[config.mk]
export PLATFORM = sky130hd
export DESIGN_NAME = sample_sequencer
export DESIGN_NICKNAME = d
export VERILOG_FILES = /design/src/rtl/sample_sequencer.sv
export SDC_FILE = /design/constraint.sdc
export NUM_CORES = 1
export LEC_CHECK = 0
export BUFFER_PORTS_ARGS = -buffer_cell sky130_fd_sc_hd__buf_2
export CAP_MARGIN = 20
export CORE_UTILIZATION = 50
export DETAILED_ROUTE_END_ITERATION = 16
export HOLD_SLACK_MARGIN = 0.08
export PLACE_DENSITY_LB_ADDON = 0.05
export SETUP_SLACK_MARGIN = 0.02
export SYNTH_ARGS = -nofsm -noshare
export SYNTH_HDL_FRONTEND = slang
export SYNTH_SLANG_ARGS = --single-unit
[constraint.sdc]
create_clock -name clk -period 3 [get_ports clk]
set_input_delay 0.75 -clock clk [delete_from_list [all_inputs] [get_ports clk]]
set_output_delay 0.75 -clock clk [all_outputs]
set_load 0.03 [all_outputs]
[src/rtl/sample_sequencer.sv]
// sample_sequencer
//   Walks the enabled mux channels (lowest index first). For each channel it
//   switches ch_sel, waits SETTLE cycles, then emits n_samples one-cycle
//   strobes spaced div_cfg+1 cycles apart. Ends with a one-cycle done pulse.
//
// Ports
//   clk, rst            : clock, synchronous active-high reset
//   start               : one-cycle request (accepted in IDLE with nonzero mask/count)
//   abort               : level, returns to IDLE without done
//   div_cfg/n_samples/ch_mask : configuration, latched on accepted start
//   busy                : any state but IDLE
//   ch_sel              : current mux channel
//   sample_en           : one-cycle sample strobe for ch_sel
//   sample_idx          : strobe index within channel, valid with sample_en
//   done                : one-cycle pulse after the last channel completes
//
// All outputs come straight from flops. Output flops are loaded from the
// next-state values so that each output reflects the state of the cycle it
// is visible in.
module sample_sequencer #(
  parameter int NUM_CH = 4,
  parameter int DIV_W  = 16,
  parameter int CNT_W  = 12,
  parameter int SETTLE = 15
) (
  input  logic                      clk,
  input  logic                      rst,
  input  logic                      start,
  input  logic                      abort,
  input  logic [DIV_W-1:0]          div_cfg,
  input  logic [CNT_W-1:0]          n_samples,
  input  logic [NUM_CH-1:0]         ch_mask,
  output logic                      busy,
  output logic [$clog2(NUM_CH)-1:0] ch_sel,
  output logic                      sample_en,
  output logic [CNT_W-1:0]          sample_idx,
  output logic                      done
);

  localparam int CW = $clog2(NUM_CH);
  localparam int SW = (SETTLE > 1) ? $clog2(SETTLE) : 1;
  localparam logic [SW-1:0] SETTLE_LAST = SW'((SETTLE > 0) ? SETTLE - 1 : 0);

  typedef enum logic [2:0] {S_IDLE, S_SETTLE, S_RUN, S_NEXT, S_DONE} state_t;

  state_t            state_q, state_d;
  logic [CW-1:0]     ch_sel_q, ch_sel_d;
  logic [CNT_W-1:0]  idx_q, idx_d;
  logic [DIV_W-1:0]  cnt_q, cnt_d;
  logic [SW-1:0]     settle_q, settle_d;
  logic [DIV_W-1:0]  div_q, div_d;
  logic [CNT_W-1:0]  n_q, n_d;
  logic [NUM_CH-1:0] mask_q, mask_d;
  logic              last_q, last_d;
  logic              busy_q, busy_d;
  logic              sample_en_q, sample_en_d;
  logic              done_q, done_d;

  logic              nxt_found;
  logic [CW-1:0]     nxt_ch;
  logic [CW-1:0]     first_ch;
  logic              accept;
  logic              wrap;

  always_comb begin
    state_d  = state_q;
    ch_sel_d = ch_sel_q;
    idx_d    = idx_q;
    cnt_d    = cnt_q;
    settle_d = settle_q;
    div_d    = div_q;
    n_d      = n_q;
    mask_d   = mask_q;
    last_d   = last_q;

    // Next enabled channel above the current one (lowest such index wins).
    nxt_found = 1'b0;
    nxt_ch    = ch_sel_q;
    for (int i = NUM_CH - 1; i >= 0; i--) begin
      if (mask_q[i] && (i > int'(ch_sel_q))) begin
        nxt_found = 1'b1;
        nxt_ch    = CW'(i);
      end
    end

    // First channel of a new sequence comes from the live mask input.
    first_ch = '0;
    for (int i = NUM_CH - 1; i >= 0; i--) begin
      if (ch_mask[i]) first_ch = CW'(i);
    end

    accept = start && !abort && (ch_mask != '0) && (n_samples != '0);
    wrap   = (cnt_q == div_q);

    case (state_q)
      S_IDLE: begin
        if (accept) begin
          div_d    = div_cfg;
          n_d      = n_samples;
          mask_d   = ch_mask;
          ch_sel_d = first_ch;
          state_d  = (SETTLE == 0) ? S_RUN : S_SETTLE;
        end
      end
      S_SETTLE: begin
        if (settle_q == SETTLE_LAST) state_d = S_RUN;
        else                         settle_d = settle_q + SW'(1);
      end
      S_RUN: begin
        cnt_d = wrap ? '0 : cnt_q + DIV_W'(1);
        if (wrap) begin
          if (idx_q == n_q - CNT_W'(1)) begin
            // Switch the mux as we leave RUN so the new channel is
            // already selected during the NEXT cycle.
            state_d = S_NEXT;
            last_d  = !nxt_found;
            if (nxt_found) ch_sel_d = nxt_ch;
          end else begin
            idx_d = idx_q + CNT_W'(1);
          end
        end
      end
      S_NEXT: begin
        if (last_q) state_d = S_DONE;
        else        state_d = (SETTLE == 0) ? S_RUN : S_SETTLE;
      end
      S_DONE:  state_d = S_IDLE;
      default: state_d = S_IDLE;
    endcase

    // Abort wins over everything else in the sequence, including a due strobe.
    if (abort && (state_q != S_IDLE)) begin
      state_d  = S_IDLE;
      ch_sel_d = ch_sel_q;
    end

    if ((state_d == S_RUN) && (state_q != S_RUN)) begin
      cnt_d = '0;
      idx_d = '0;
    end
    if ((state_d == S_SETTLE) && (state_q != S_SETTLE)) settle_d = '0;

    busy_d      = (state_d != S_IDLE);
    done_d      = (state_d == S_DONE);
    sample_en_d = (state_d == S_RUN) && (cnt_d == div_d);
  end

  always_ff @(posedge clk) begin
    if (rst) begin
      state_q     <= S_IDLE;
      ch_sel_q    <= '0;
      idx_q       <= '0;
      cnt_q       <= '0;
      settle_q    <= '0;
      div_q       <= '0;
      n_q         <= '0;
      mask_q      <= '0;
      last_q      <= 1'b0;
      busy_q      <= 1'b0;
      sample_en_q <= 1'b0;
      done_q      <= 1'b0;
    end else begin
      state_q     <= state_d;
      ch_sel_q    <= ch_sel_d;
      idx_q       <= idx_d;
      cnt_q       <= cnt_d;
      settle_q    <= settle_d;
      div_q       <= div_d;
      n_q         <= n_d;
      mask_q      <= mask_d;
      last_q      <= last_d;
      busy_q      <= busy_d;
      sample_en_q <= sample_en_d;
      done_q      <= done_d;
    end
  end

  assign busy       = busy_q;
  assign ch_sel     = ch_sel_q;
  assign sample_en  = sample_en_q;
  assign sample_idx = idx_q;
  assign done       = done_q;

endmodule

# ---- Word-level counts from Yosys, hierarchy flattened
# Cells that the tools add are included.
dict set report word_totals {
  in_bits 36
  word_cells 91
  output_inout_bits 17
  ff_bits 73
}
dict set report classes {
  n_bitwise 3
  mux 27
  eq_ne 17
  add_sub_neg 4
  magnitude_cmp 3
  n_reduce_logical 25
}
# cell count
set ops {}
lappend ops {{16-bit 2-to-1 mux} 5}
lappend ops {{16-bit equality test} 2}
lappend ops {{2-bit 2-to-1 mux} 11}
lappend ops {{3-bit 2-to-1 mux} 6}
lappend ops {{16-bit by 1-bit adder with 16-bit output (second input constant)} 1}
lappend ops {{12-bit by 1-bit adder with 12-bit output (second input constant)} 1}
lappend ops {{12-bit equality test} 1}
lappend ops {{3-bit one-hot mux with 4 select lines} 1}
lappend ops {{12-bit nonzero test} 1}
lappend ops {{12-bit by 1-bit subtractor with 12-bit output (second input constant)} 1}
lappend ops {{1-bit logical AND} 10}
lappend ops {{3-bit by 2-bit equality test with 1-bit output (second input constant)} 3}
lappend ops {{2-bit inequality test (second input constant)} 4}
lappend ops {{7-bit AND reduction} 1}
lappend ops {{3-bit by 1-bit equality test with 1-bit output (second input constant)} 2}
lappend ops {{3-bit AND reduction} 2}
lappend ops {{3-bit nonzero test} 2}
lappend ops {{4-bit by 1-bit adder with 4-bit output (second input constant)} 1}
lappend ops {{4-bit equality test (second input constant)} 1}
lappend ops {{2-bit greater-than comparator (first input constant)} 2}
lappend ops {{4-bit inequality test (second input constant)} 1}
lappend ops {{2-bit one-hot mux with 2 select lines} 1}
lappend ops {{2-bit AND reduction} 2}
lappend ops {{4-bit nonzero test} 1}
lappend ops {{10 further kinds} 16}

# ---- Depth between registers and ports, before layout
# Gate-level depths: netlist of run 1.
dict set report logic_depth {
  word_depth 12
  ltp_mapped 12
}

# ---- Least setup slack after synthesis of run 1
# OpenSTA, ideal clock, no wires.
dict set report synth_timing {
  kind {input to register}
  startpoint {in ch_mask[2]}
  endpoint {reg sample_en_q, in the netlist sample_en}
  n_path_buf 2
  cell_stages 10
  arrival_ns 2.972
  setup_slack_ns -0.059
  path_cell_list {or4_1 > nand3_1 > or2_1 > buf_2 > buf_2 > mux2i_1 > nand4_1 > a221oi_2 > nand4_1 > nor4b_2}
}
dict set report synth_between {
  elab_chain_len 11
  word_cells_on_any_way 13
  cone_classes {2 x eq/ne; 6 x mux; 5 x reduce/logical}
}
# item line
set synth_lines {}
lappend synth_lines {{start, declared} 32} ;# input logic [NUM_CH-1:0] ch_mask,
lappend synth_lines {{4-bit nonzero test (*)} 92} ;# accept = start && !abort && (ch_mask != '0) && (n_samples != '0);
lappend synth_lines {{1-bit logical AND (*) (2 in series)} 92}
lappend synth_lines {{3-bit 2-to-1 mux} 97} ;# if (accept) begin
lappend synth_lines {{3-bit one-hot mux with 4 select lines} 95} ;# case (state_q)
lappend synth_lines {{3-bit 2-to-1 mux} 132} ;# if (abort && (state_q != S_IDLE)) begin
lappend synth_lines {{3-bit by 2-bit equality test with 1-bit output} {137, 145}}
lappend synth_lines {{1-bit logical AND} 137} ;# if ((state_d == S_RUN) && (state_q != S_RUN)) begin
lappend synth_lines {{16-bit 2-to-1 mux} 137}
lappend synth_lines {{16-bit equality test} 145} ;# sample_en_d = (state_d == S_RUN) && (cnt_d == div_d);
lappend synth_lines {{1-bit logical AND (*)} 145}
lappend synth_lines {{end signal, assigned} 173} ;# sample_en_q <= sample_en_d;
lappend synth_lines {{end, declared} 56} ;# logic sample_en_q, sample_en_d;
# Every way passes the cells marked *; elsewhere a longest branch is shown, timed or not.
# A chain may end at the register's enable or synchronous reset.

# ---- Worst setup path after layout of run 1
dict set report layout_timing {
  startpoint {reg state_q[0]}
  endpoint {reg sample_en_q, in the netlist sample_en}
}
dict set report layout_between {
  elab_chain_len 9
  word_cells_on_any_way 20
  cone_classes {6 x eq/ne; 9 x mux; 5 x reduce/logical}
}
# item line
set layout_lines {}
lappend layout_lines {{start, declared} 46} ;# state_t state_q, state_d;
lappend layout_lines {{start signal, assigned} 163} ;# state_q <= state_d;
lappend layout_lines {{3-bit 2-to-1 mux} 112} ;# if (idx_q == n_q - CNT_W'(1)) begin
lappend layout_lines {{3-bit 2-to-1 mux} 111} ;# if (wrap) begin
lappend layout_lines {{3-bit one-hot mux with 4 select lines} 95}
lappend layout_lines {{3-bit 2-to-1 mux} 132}
lappend layout_lines {{3-bit by 2-bit equality test with 1-bit output} {137, 145}}
lappend layout_lines {{1-bit logical AND} 137}
lappend layout_lines {{16-bit 2-to-1 mux} 137}
lappend layout_lines {{16-bit equality test} 145}
lappend layout_lines {{1-bit logical AND (*)} 145}
# Marked as above.

==> run metrics, run 1 <==
Post-Syn Nets 547; number of synthesized flops with an enable pin 0; average routed wire per standard cell 15.73 µm; RePlAce Congestion 0.9035; setup violators final 0; FMAX 340.7 MHz; vias per inst 5.673; vias in the first global route 3876; Post-Synth Simple-Gate Area 27.38%; Layout area overhead 24.89%; Worst Setup Start Kind register; detailed placement HPWL 8296 µm; switching share of power 26.76%; Core ar. 0.007848 mm²; Clock Latency Late Sink 350 ps; DRT iter0 DRCs 204; max_slew headroom 58.56%; Crit path required time 3260 ps; compound-cell area share of the yosys netlist 15.95%; Final Critical Period 2935 ps; NetSw 602.5 µW; Die Wd 92.85 µm; pwr dens 436.9 mW/mm²; number of max-cap violations 0; Synth Area in XOR/XNOR 11.89%; Worst VDD drop 229.6 µV; FF-to-FF Start state_q[0]$_SDFF_PP0_; first-pass GRT wire length 18200 µm; Initial Util 52.58%; power share of the clock group 38.5%; Post-Route Skew 6.747 ps; Synth Instances 506; post-route ant nets 0; Via Count 4039; post-route clock period utilization 97.84%; Seq/Total Area, Yosys 34.93%; CTS Buffer Depth 2; drt drc 0; internal power 1.649 mW; Leak Pwr 2.204 nW; Root Driver clkbuf_8; hold_sp n_q[10]$_SDFFE_PP0P_; final net count 646; multiplexer share of the synthesized area 4.427%; adder-cell share of the synthesized area 1.516%; Rows 32; Post-Syn Area 0.004126 mm²; Sequential Power Share 44.8%; outcome finished clean; Comb power frac 16.7%; Async SR Flop Fraction 0%; Inst Count DP 694; Setup CP Type reg2reg; Max Transition Viols Final 0; final hold vios 0; Tot GR Track Use 26.63%; fill cell count 705; Die ar. 0.008620 mm²; antenna cell count 0; drt first pass iters 5; Top FF cell, synth dfxtp_1; GRT overflow 0; YS warnings 0; initial antenna violation count 0; CTS tree built; Avg Inst Size Synth 8.155 µm²; critical path endpoint category register; routed wire length 11200 µm; CTS Buf Count 9; CTS clk-pin slew, worst paths 80 ps; fin cells 712; critical path arrival 3190 ps; Die Y 92.85 µm; largest family of logic cells by synthesized area simple AND/OR/NAND/NOR gates; # clock sinks 72; I/O pins 53; largest net degree at the start of global routing 48; Seq cells post-synth 72; Crit. Startpoint state_q[0]$_SDFF_PP0_; post-synth cell types 64; Port Buffer Count 52; Hold WC Path Type reg2reg; CTS H-tree lvls 3; Setup TNS 0 ps; share of cells above drive strength 1 25.08%; worst-margin pin slew 621.6 ps; Max FO, Critical Path 5; Hold-fix buffers, CTS 0
## per-layer routing
metal  track usage, %  up-vias  wire length (µm)
li1                 -     2014                 -
met1            32.76     1893              4940
met2            46.75      111              5549
met3            4.844       21               483
met4            8.333        0               229
met5                0        -                 0
## cell usage after synthesis, types with 5 or more instances
| cell type | count | area share, % |
|---|---|---|
| dfxtp_1 | 72 | 35 |
| nand2_1 | 57 | 5.2 |
| nor2_1 | 54 | 4.9 |
| a21oi_1 | 37 | 4.5 |
| xor2_1 | 34 | 7.2 |
| xnor2_1 | 22 | 4.7 |
| clkbuf_1 | 17 | 1.5 |
| o21ai_0 | 17 | 2.1 |
| mux2i_1 | 16 | 3.9 |
| nor4_1 | 14 | 2.1 |
| nor3_1 | 13 | 1.6 |
| inv_1 | 12 | 1.1 |
| nand3_1 | 11 | 1.3 |
| nand4_1 | 11 | 1.7 |
| or3_1 | 11 | 1.7 |
| a311oi_1 | 7 | 1.5 |
| and3_1 | 7 | 1.1 |
| a31oi_1 | 6 | 0.91 |
| and2_1 | 5 | 0.76 |
| ha_1 | 5 | 1.5 |
| nor2b_1 | 5 | 0.76 |
## worst max-delay path, stage by stage, from the launching register on
cell	delay (ps)
dfxtp_1	370
or3b_4	410
or4_4	540
buf_4	190
nor3_1	250
xor2_1	260
a21oi_1	140
nor4_2	210
nand4_1	190
nor4b_2	290
## final timing paths
check,end,slack (ps),cells after the start
max,sample_en$_SDFF_PP0_,60,9
min,n_q[10]$_SDFFE_PP0P_,460,2
max reg2reg,sample_en$_SDFF_PP0_,60,9
min reg2reg,n_q[10]$_SDFFE_PP0P_,460,2
## area by class of cell
type	count	area (µm²)	share of cell area [%]
multi-input combinational	397	2596	50.38
sequential	72	1443	27.99
timing repair buffer	113	721.9	14.01
clock buffer	10	137.6	2.671
tap	102	127.6	2.476
clock inverter	6	82.58	1.602
inverter	12	45.04	0.8740
## layout by cell type, fill, tap and decap left out, types with 12 or more instances in the layout
cell type / instances
nor3_1: 12
mux2i_1: 14
dfxtp_1: 71
a21oi_1: 37
nor2_1: 54
inv_1: 12
xnor2_1: 22
buf_2: 52
o21ai_0: 17
buf_4: 60
xor2_1: 34
nand2_1: 57
## per-stage QoR
step	util, %	power [mW]	cell area, µm²	hold slack, ps	setup WS [ps]
CTS	64.54	2.245	5065	461.5	23.23
global placement	61.73	1.383	4845	444.9	-214.5
finish	65.67	2.252	5154	459.5	64.68
detailed placement	61.73	1.390	4845	449.7	-273.7
floorplan	-	1.233	4133	431.8	31.97
global route	65.67	2.349	5154	493.3	-15.98
## logic make-up after synthesis
| family | Yosys count |
|---|---|
| and+or+nand+nor | 218 |
| AOI/OAI and AO/OA | 100 |
| DFF | 72 |
| xor gates and xnor gates | 56 |
| buffers and inverters | 37 |
| muxes | 18 |
| adders and majority gates | 5 |
## timing repair
item	in CTS	in global routing
setup buffers	0	2
hold endpoints to repair	0	0
setup endpoints to repair	0	6
resized for setup	0	13
## registers in the layout (all words and copies together) (netlist names)
register	flops
done	1
sample_en	1
busy	1
div_q	16
n_q	12
state_q	3
last_q	1
settle_q	4
ch_sel	2
sample_idx	12
cnt_q	16
mask_q	3
## power by group through the flow
stage                     clock [mW]  combinational, mW  sequential [mW]
after floorplan                    0              0.206             1.03
after global placement             0              0.354             1.03
after detailed placement           0              0.360             1.03
after CTS                      0.876              0.362             1.01
after global routing           0.924              0.412             1.01
final                          0.866              0.376             1.01
Power figures use the tool's default switching activity.
==> run 2: changes to the inputs <==
BUFFER_PORTS_ARGS = not set   (was -buffer_cell sky130_fd_sc_hd__buf_2)
DONT_BUFFER_PORTS = 1   (was not set)
clock period = 3.6 ns   (was 3 ns; I/O delays follow)
==> run 2 against run 1 <==
Hold slack lost 4.4 ps. Sequential share of layout area increased by 4.4 points. Utilization shrank 9.1 points. Final cell count shrank 14%. Non-clock buffer count decreased by 98. Critical path type unchanged. Largest cell class unchanged.
==> run metrics, run 2 (synthesized netlist as in run 1, its figures left out) <==
initial antenna violation count 0; GRT overflow 0; Setup CP Type reg2reg; Buf+Inv Stages, Crit Path 0; I/O pins 53; average routed wire per standard cell 17.29 µm; Core ar. 0.007848 mm²; vias in the first global route 3565; CTS resizes 0; CP top delay family compound AO/OA/AOI/OAI gates; fill cell count 778; post-layout util 56.62%; internal power 1.232 mW; number of max-cap violations 0; RePlAce Congestion 0.8550; Tot GR Track Use 26.13%; Layout area overhead 7.671%; worst-margin pin slew 830.9 ps; vias per inst 5.976; Clock Latency Late Sink 350 ps; Final Critical Period 3238 ps; Critical Path Max Stage Delay 680 ps; CTS Buf Count 9; NetSw 452.1 µW; detailed placement HPWL 7799 µm; antenna cell count 0; Root Driver clkbuf_8; CTS tree built; post-route ant nets 0; setup violators final 0; largest net degree at the start of global routing 49; Die Y 92.85 µm; Top Registers cnt_q x16, div_q x16; Comb power frac 13.2%; Initial Util 52.58%; critical path endpoint category register; Worst VDD drop 185.1 µV; Crit path required time 3800 ps; # clock sinks 72; Setup TNS 0 ps; drt first pass iters 4; Hold WC Path Type reg2reg; share of cells above drive strength 1 8.008%; R2R Setup Slk 360 ps; final hold vios 0; Worst Setup Start Kind register; FMAX 308.8 MHz; Die ar. 0.008620 mm²; CP max stage cell nor3_1; drt drc 0; most common cell after layout, fill and taps aside dfxtp_1; Max Transition Viols Final 0; final net count 548; Leak Pwr 1.734 nW; Sequential Power Share 50.2%; commonest non-fill, non-tap cells in the layout 72 x dfxtp_1, 57 x nand2_1, 54 x nor2_1; Hold-fix buffers, CTS 0; CTS Buffer Depth 2; switching share of power 26.84%; RSZ-0062 raised after global routing false; Via Count 3669; CTS H-tree lvls 3; Post-CTS Setup Bufs 0; post-route clock period utilization 89.95%; CTS clk-pin slew, worst paths 70 ps; worst path cell trace nor3_1 -> a211oi_1 -> a2111o_1 -> nor4_1 -> nand4b_1 -> a221o_1 -> a31oi_2 -> a2111oi_0; Rows 32; routed wire length 10620 µm; DRT iter0 DRCs 168; Max FO, Critical Path 8; power share of the clock group 36.6%; Post-Route Skew 8.782 ps; outcome finished clean; max_slew headroom 44.49%; critical path arrival 3440 ps; first-pass GRT wire length 17460 µm; pwr dens 379.1 mW/mm²; Die Wd 92.85 µm; Port Buffer Count 0
-- run 2: cell type report --
type	count	area [µm²]	area share [%]
clock buffer	12	135.1	3.041
timing repair buffer	15	125.1	2.816
sequential	72	1441	32.44
tap	102	127.6	2.872
multi-input combinational	397	2524	56.80
clock inverter	4	45.04	1.014
inverter	12	45.04	1.014
-- run 2: worst register-to-register path, stage by stage, from the launching register on --
cell       delay [ps]
dfxtp_1           380
nor3_1            680
a211oi_1          170
a2111o_1          400
nor4_1            360
nand4b_1          280
a221o_1           470
a31oi_2           270
a2111oi_0          90
-- run 2: routing by layer --
metal  global-route usage [%]  wire [µm]
met1                    31.89       4631
met2                    44.98       5220
met3                    4.680        543
met4                    10.77        222
met5                        0          0
-- run 2: final timing paths --
kind / from / to / cells past startpoint
setup / recovery: n_q[2]$_SDFFE_PP0P_ / settle_q[1]$_SDFFE_PP0P_ / 8
hold / removal: n_q[10]$_SDFFE_PP0P_ / n_q[10]$_SDFFE_PP0P_ / 2
setup reg to reg: n_q[2]$_SDFFE_PP0P_ / settle_q[1]$_SDFFE_PP0P_ / 8
hold reg to reg: n_q[10]$_SDFFE_PP0P_ / n_q[10]$_SDFFE_PP0P_ / 2
-- run 2: per-stage QoR --
step / hold WS, ps / power, mW / area (µm²) / cells / worst slack (ps)
after global placement: 445.2 / 1.079 / 4263 / 598 / 234.5
after detailed placement: 446.3 / 1.082 / 4263 / 598 / 199.5
final: 455.1 / 1.684 / 4443 / 614 / 361.7
after CTS: 456.8 / 1.695 / 4443 / 614 / 393.7
after floorplan: 431.8 / 1.027 / 4126 / 506 / 390.6
after global routing: 476.7 / 1.761 / 4443 / 614 / 202.3
-- run 2: power groups by stage --
stage	combinational (mW)	sequential (mW)	clock [mW]
2_1_floorplan	0.171	0.856	0
3_3_place_gp	0.216	0.863	0
3_5_place_dp	0.219	0.863	0
4_1_cts	0.221	0.845	0.630
5_1_grt	0.246	0.848	0.667
6_report	0.222	0.845	0.617
==> run 3: changes to the inputs <==
CORE_ASPECT_RATIO = 1.5   (was not set)
CORE_MARGIN = 10   (was not set)
==> run 3 against run 2 <==
Global-route usage shrank 6.1 points. Fmax grew 2.6%. First-iteration DRC count grew 29%. Final cell count grew 1.3%. Via count grew 2.0%. Combinational power grew 2%. Utilization grew 0.98 points. Register-to-register slack gained 80 ps. Hold slack gained 0.78 ps.
==> run metrics, run 3 (synthesized netlist as in run 1, its figures left out) <==
outcome finished clean; vias in the first global route 3741; Root Driver clkbuf_16; DRT iter0 DRCs 216; Layout area overhead 11.76%; Hold WC Path Type reg2reg; CTS tree built; RePlAce Congestion 0.9172; CTS Buf Count 9; most common cell after layout, fill and taps aside dfxtp_1; CP top delay family simple AND/OR/NAND/NOR gates; Top Registers cnt_q x16, div_q x16; detailed placement HPWL 9396 µm; initial antenna violation count 0; post-route clock period utilization 87.68%; Post-CTS Setup Bufs 0; Critical Path Max Stage Delay 470 ps; Via Count 3742; Reg2Reg Depth 11; hold worst-path end n_q[10]$_SDFFE_PP0P_; Hold-fix buffers, CTS 0; I/O pins 53; pwr dens 436.2 mW/mm²; CTS clk-pin slew, worst paths 60 ps; R2R Setup Slk 440 ps; average routed wire per standard cell 19.35 µm; post-route ant nets 0; number of max-cap violations 0; antenna cell count 0; Clock Latency Late Sink 340 ps; Worst VDD drop 273.3 µV; critical path endpoint category register; Setup CP Type reg2reg; CTS resizes 0; vias per inst 6.016; FMAX 316.8 MHz; RSZ-0062 raised after global routing false; drt first pass iters 4; # clock sinks 72; worst-margin pin slew 1010 ps; Inst Count DP 607; commonest non-fill, non-tap cells in the layout 72 x dfxtp_1, 57 x nand2_1, 53 x nor2_1; Die Wd 94.18 µm; hold_sp n_q[10]$_SDFFE_PP0P_; Worst Setup Start Kind register; Leak Pwr 1.809 nW; Crit path required time 3850 ps; Post-Route Skew 5.780 ps; Core ar. 0.008008 mm²; final hold vios 0; setup violators final 0; Tot GR Track Use 19.98%; routed wire length 12040 µm; first-pass GRT wire length 19490 µm; CTS Buffer Depth 2; drt drc 0; Die Y 131.3 µm; Max Transition Viols Final 0; GRT overflow 0; Reg-to-Reg End sample_en$_SDFF_PP0_; FF-to-FF Start state_q[2]$_SDFF_PP0_; crit-path most repeated cell buf_4; Port Buffer Count 0; fin cells 622; fill cell count 770; largest net degree at the start of global routing 49; Rows 40; Final Critical Period 3156 ps; Setup TNS 0 ps; CTS H-tree lvls 3; worst path cell trace buf_4 -> nor4_1 -> buf_4 -> nand3_1 -> or2_1 -> buf_4 -> o31ai_1 -> and3b_1 -> nor4_1 -> nand4_1 -> nor4b_2; Max FO, Critical Path 12; share of cells above drive strength 1 9.671%; max_slew headroom 30.93%; critical path arrival 3410 ps; Initial Util 51.53%; Hold Path Stages 2; Buf+Inv Stages, Crit Path 3; final net count 554; Die ar. 0.01236 mm²; CP max stage cell nor4_1
-- run 3: changes by cell type in the layout (fill, tap and decap cells not counted), moves of 2 or more --
cell / delta
buf_4: +7
clkbuf_16: +9
clkbuf_8: -9
clkbuf_1: -3
clkinvlp_4: +2
-- run 3: stage by stage --
step / instance area [µm²] / setup WS (ps) / hold WS [ps] / utilization, % / power (mW)
floorplan: 4126 / 390.6 / 431.8 / - / 1.027
global placement: 4302 / 90.96 / 434.4 / 53.72 / 1.087
detailed placement: 4302 / 63.29 / 449.7 / 53.72 / 1.092
CTS: 4612 / 384.0 / 457.7 / 57.59 / 2.017
global route: 4612 / 192.3 / 468.5 / 57.59 / 2.080
finish: 4612 / 443.6 / 455.9 / 57.59 / 2.012
-- run 3: worst min-delay path: cells and delay by family (launching register included) --
kind / cells / cell delay [ps]
DFF: 1 / 310
and+or+nand+nor: 1 / 50
AOI/OAI and AO/OA: 1 / 50
-- run 3: final cells by class --
cell class / count / area, µm² / share of cell area [%]
multi-input combinational: 397 / 2526 / 54.77
sequential: 72 / 1441 / 31.25
clock buffer: 9 / 225.2 / 4.883
timing repair buffer: 21 / 157.7 / 3.418
tap: 105 / 131.4 / 2.849
clock inverter: 6 / 85.08 / 1.845
inverter: 12 / 45.04 / 0.9767
-- run 3: layer usage --
layer / track usage, % / vias to the layer above / wire length [µm] / share of wire, %
met3: 4.675 / 28 / 547 / 4.5
met4: 10.00 / 0 / 421 / 3.5
met1: 19.12 / 1804 / 4298 / 36
met5: 0 / - / 0 / 0
li1: - / 1833 / - / -
met2: 37.44 / 77 / 6768 / 56
-- run 3: worst max path at each step --
stage	from	to	cells past startpoint
detailed placement	abort	sample_en$_SDFF_PP0_	10
CTS	state_q[2]$_SDFF_PP0_	sample_en$_SDFF_PP0_	11
floorplan	ch_mask[2]	sample_en$_SDFF_PP0_	10
finish	state_q[2]$_SDFF_PP0_	sample_en$_SDFF_PP0_	11
global placement	abort	sample_en$_SDFF_PP0_	10
global route	state_q[2]$_SDFF_PP0_	sample_en$_SDFF_PP0_	11
-- run 3: power by group --
group | leakage [nW] | switching, mW | internal [mW]
clock | 0.147 | 0.337 | 0.599
sequential | 0.584 | 0.0291 | 0.819
combinational | 1.08 | 0.128 | 0.0991
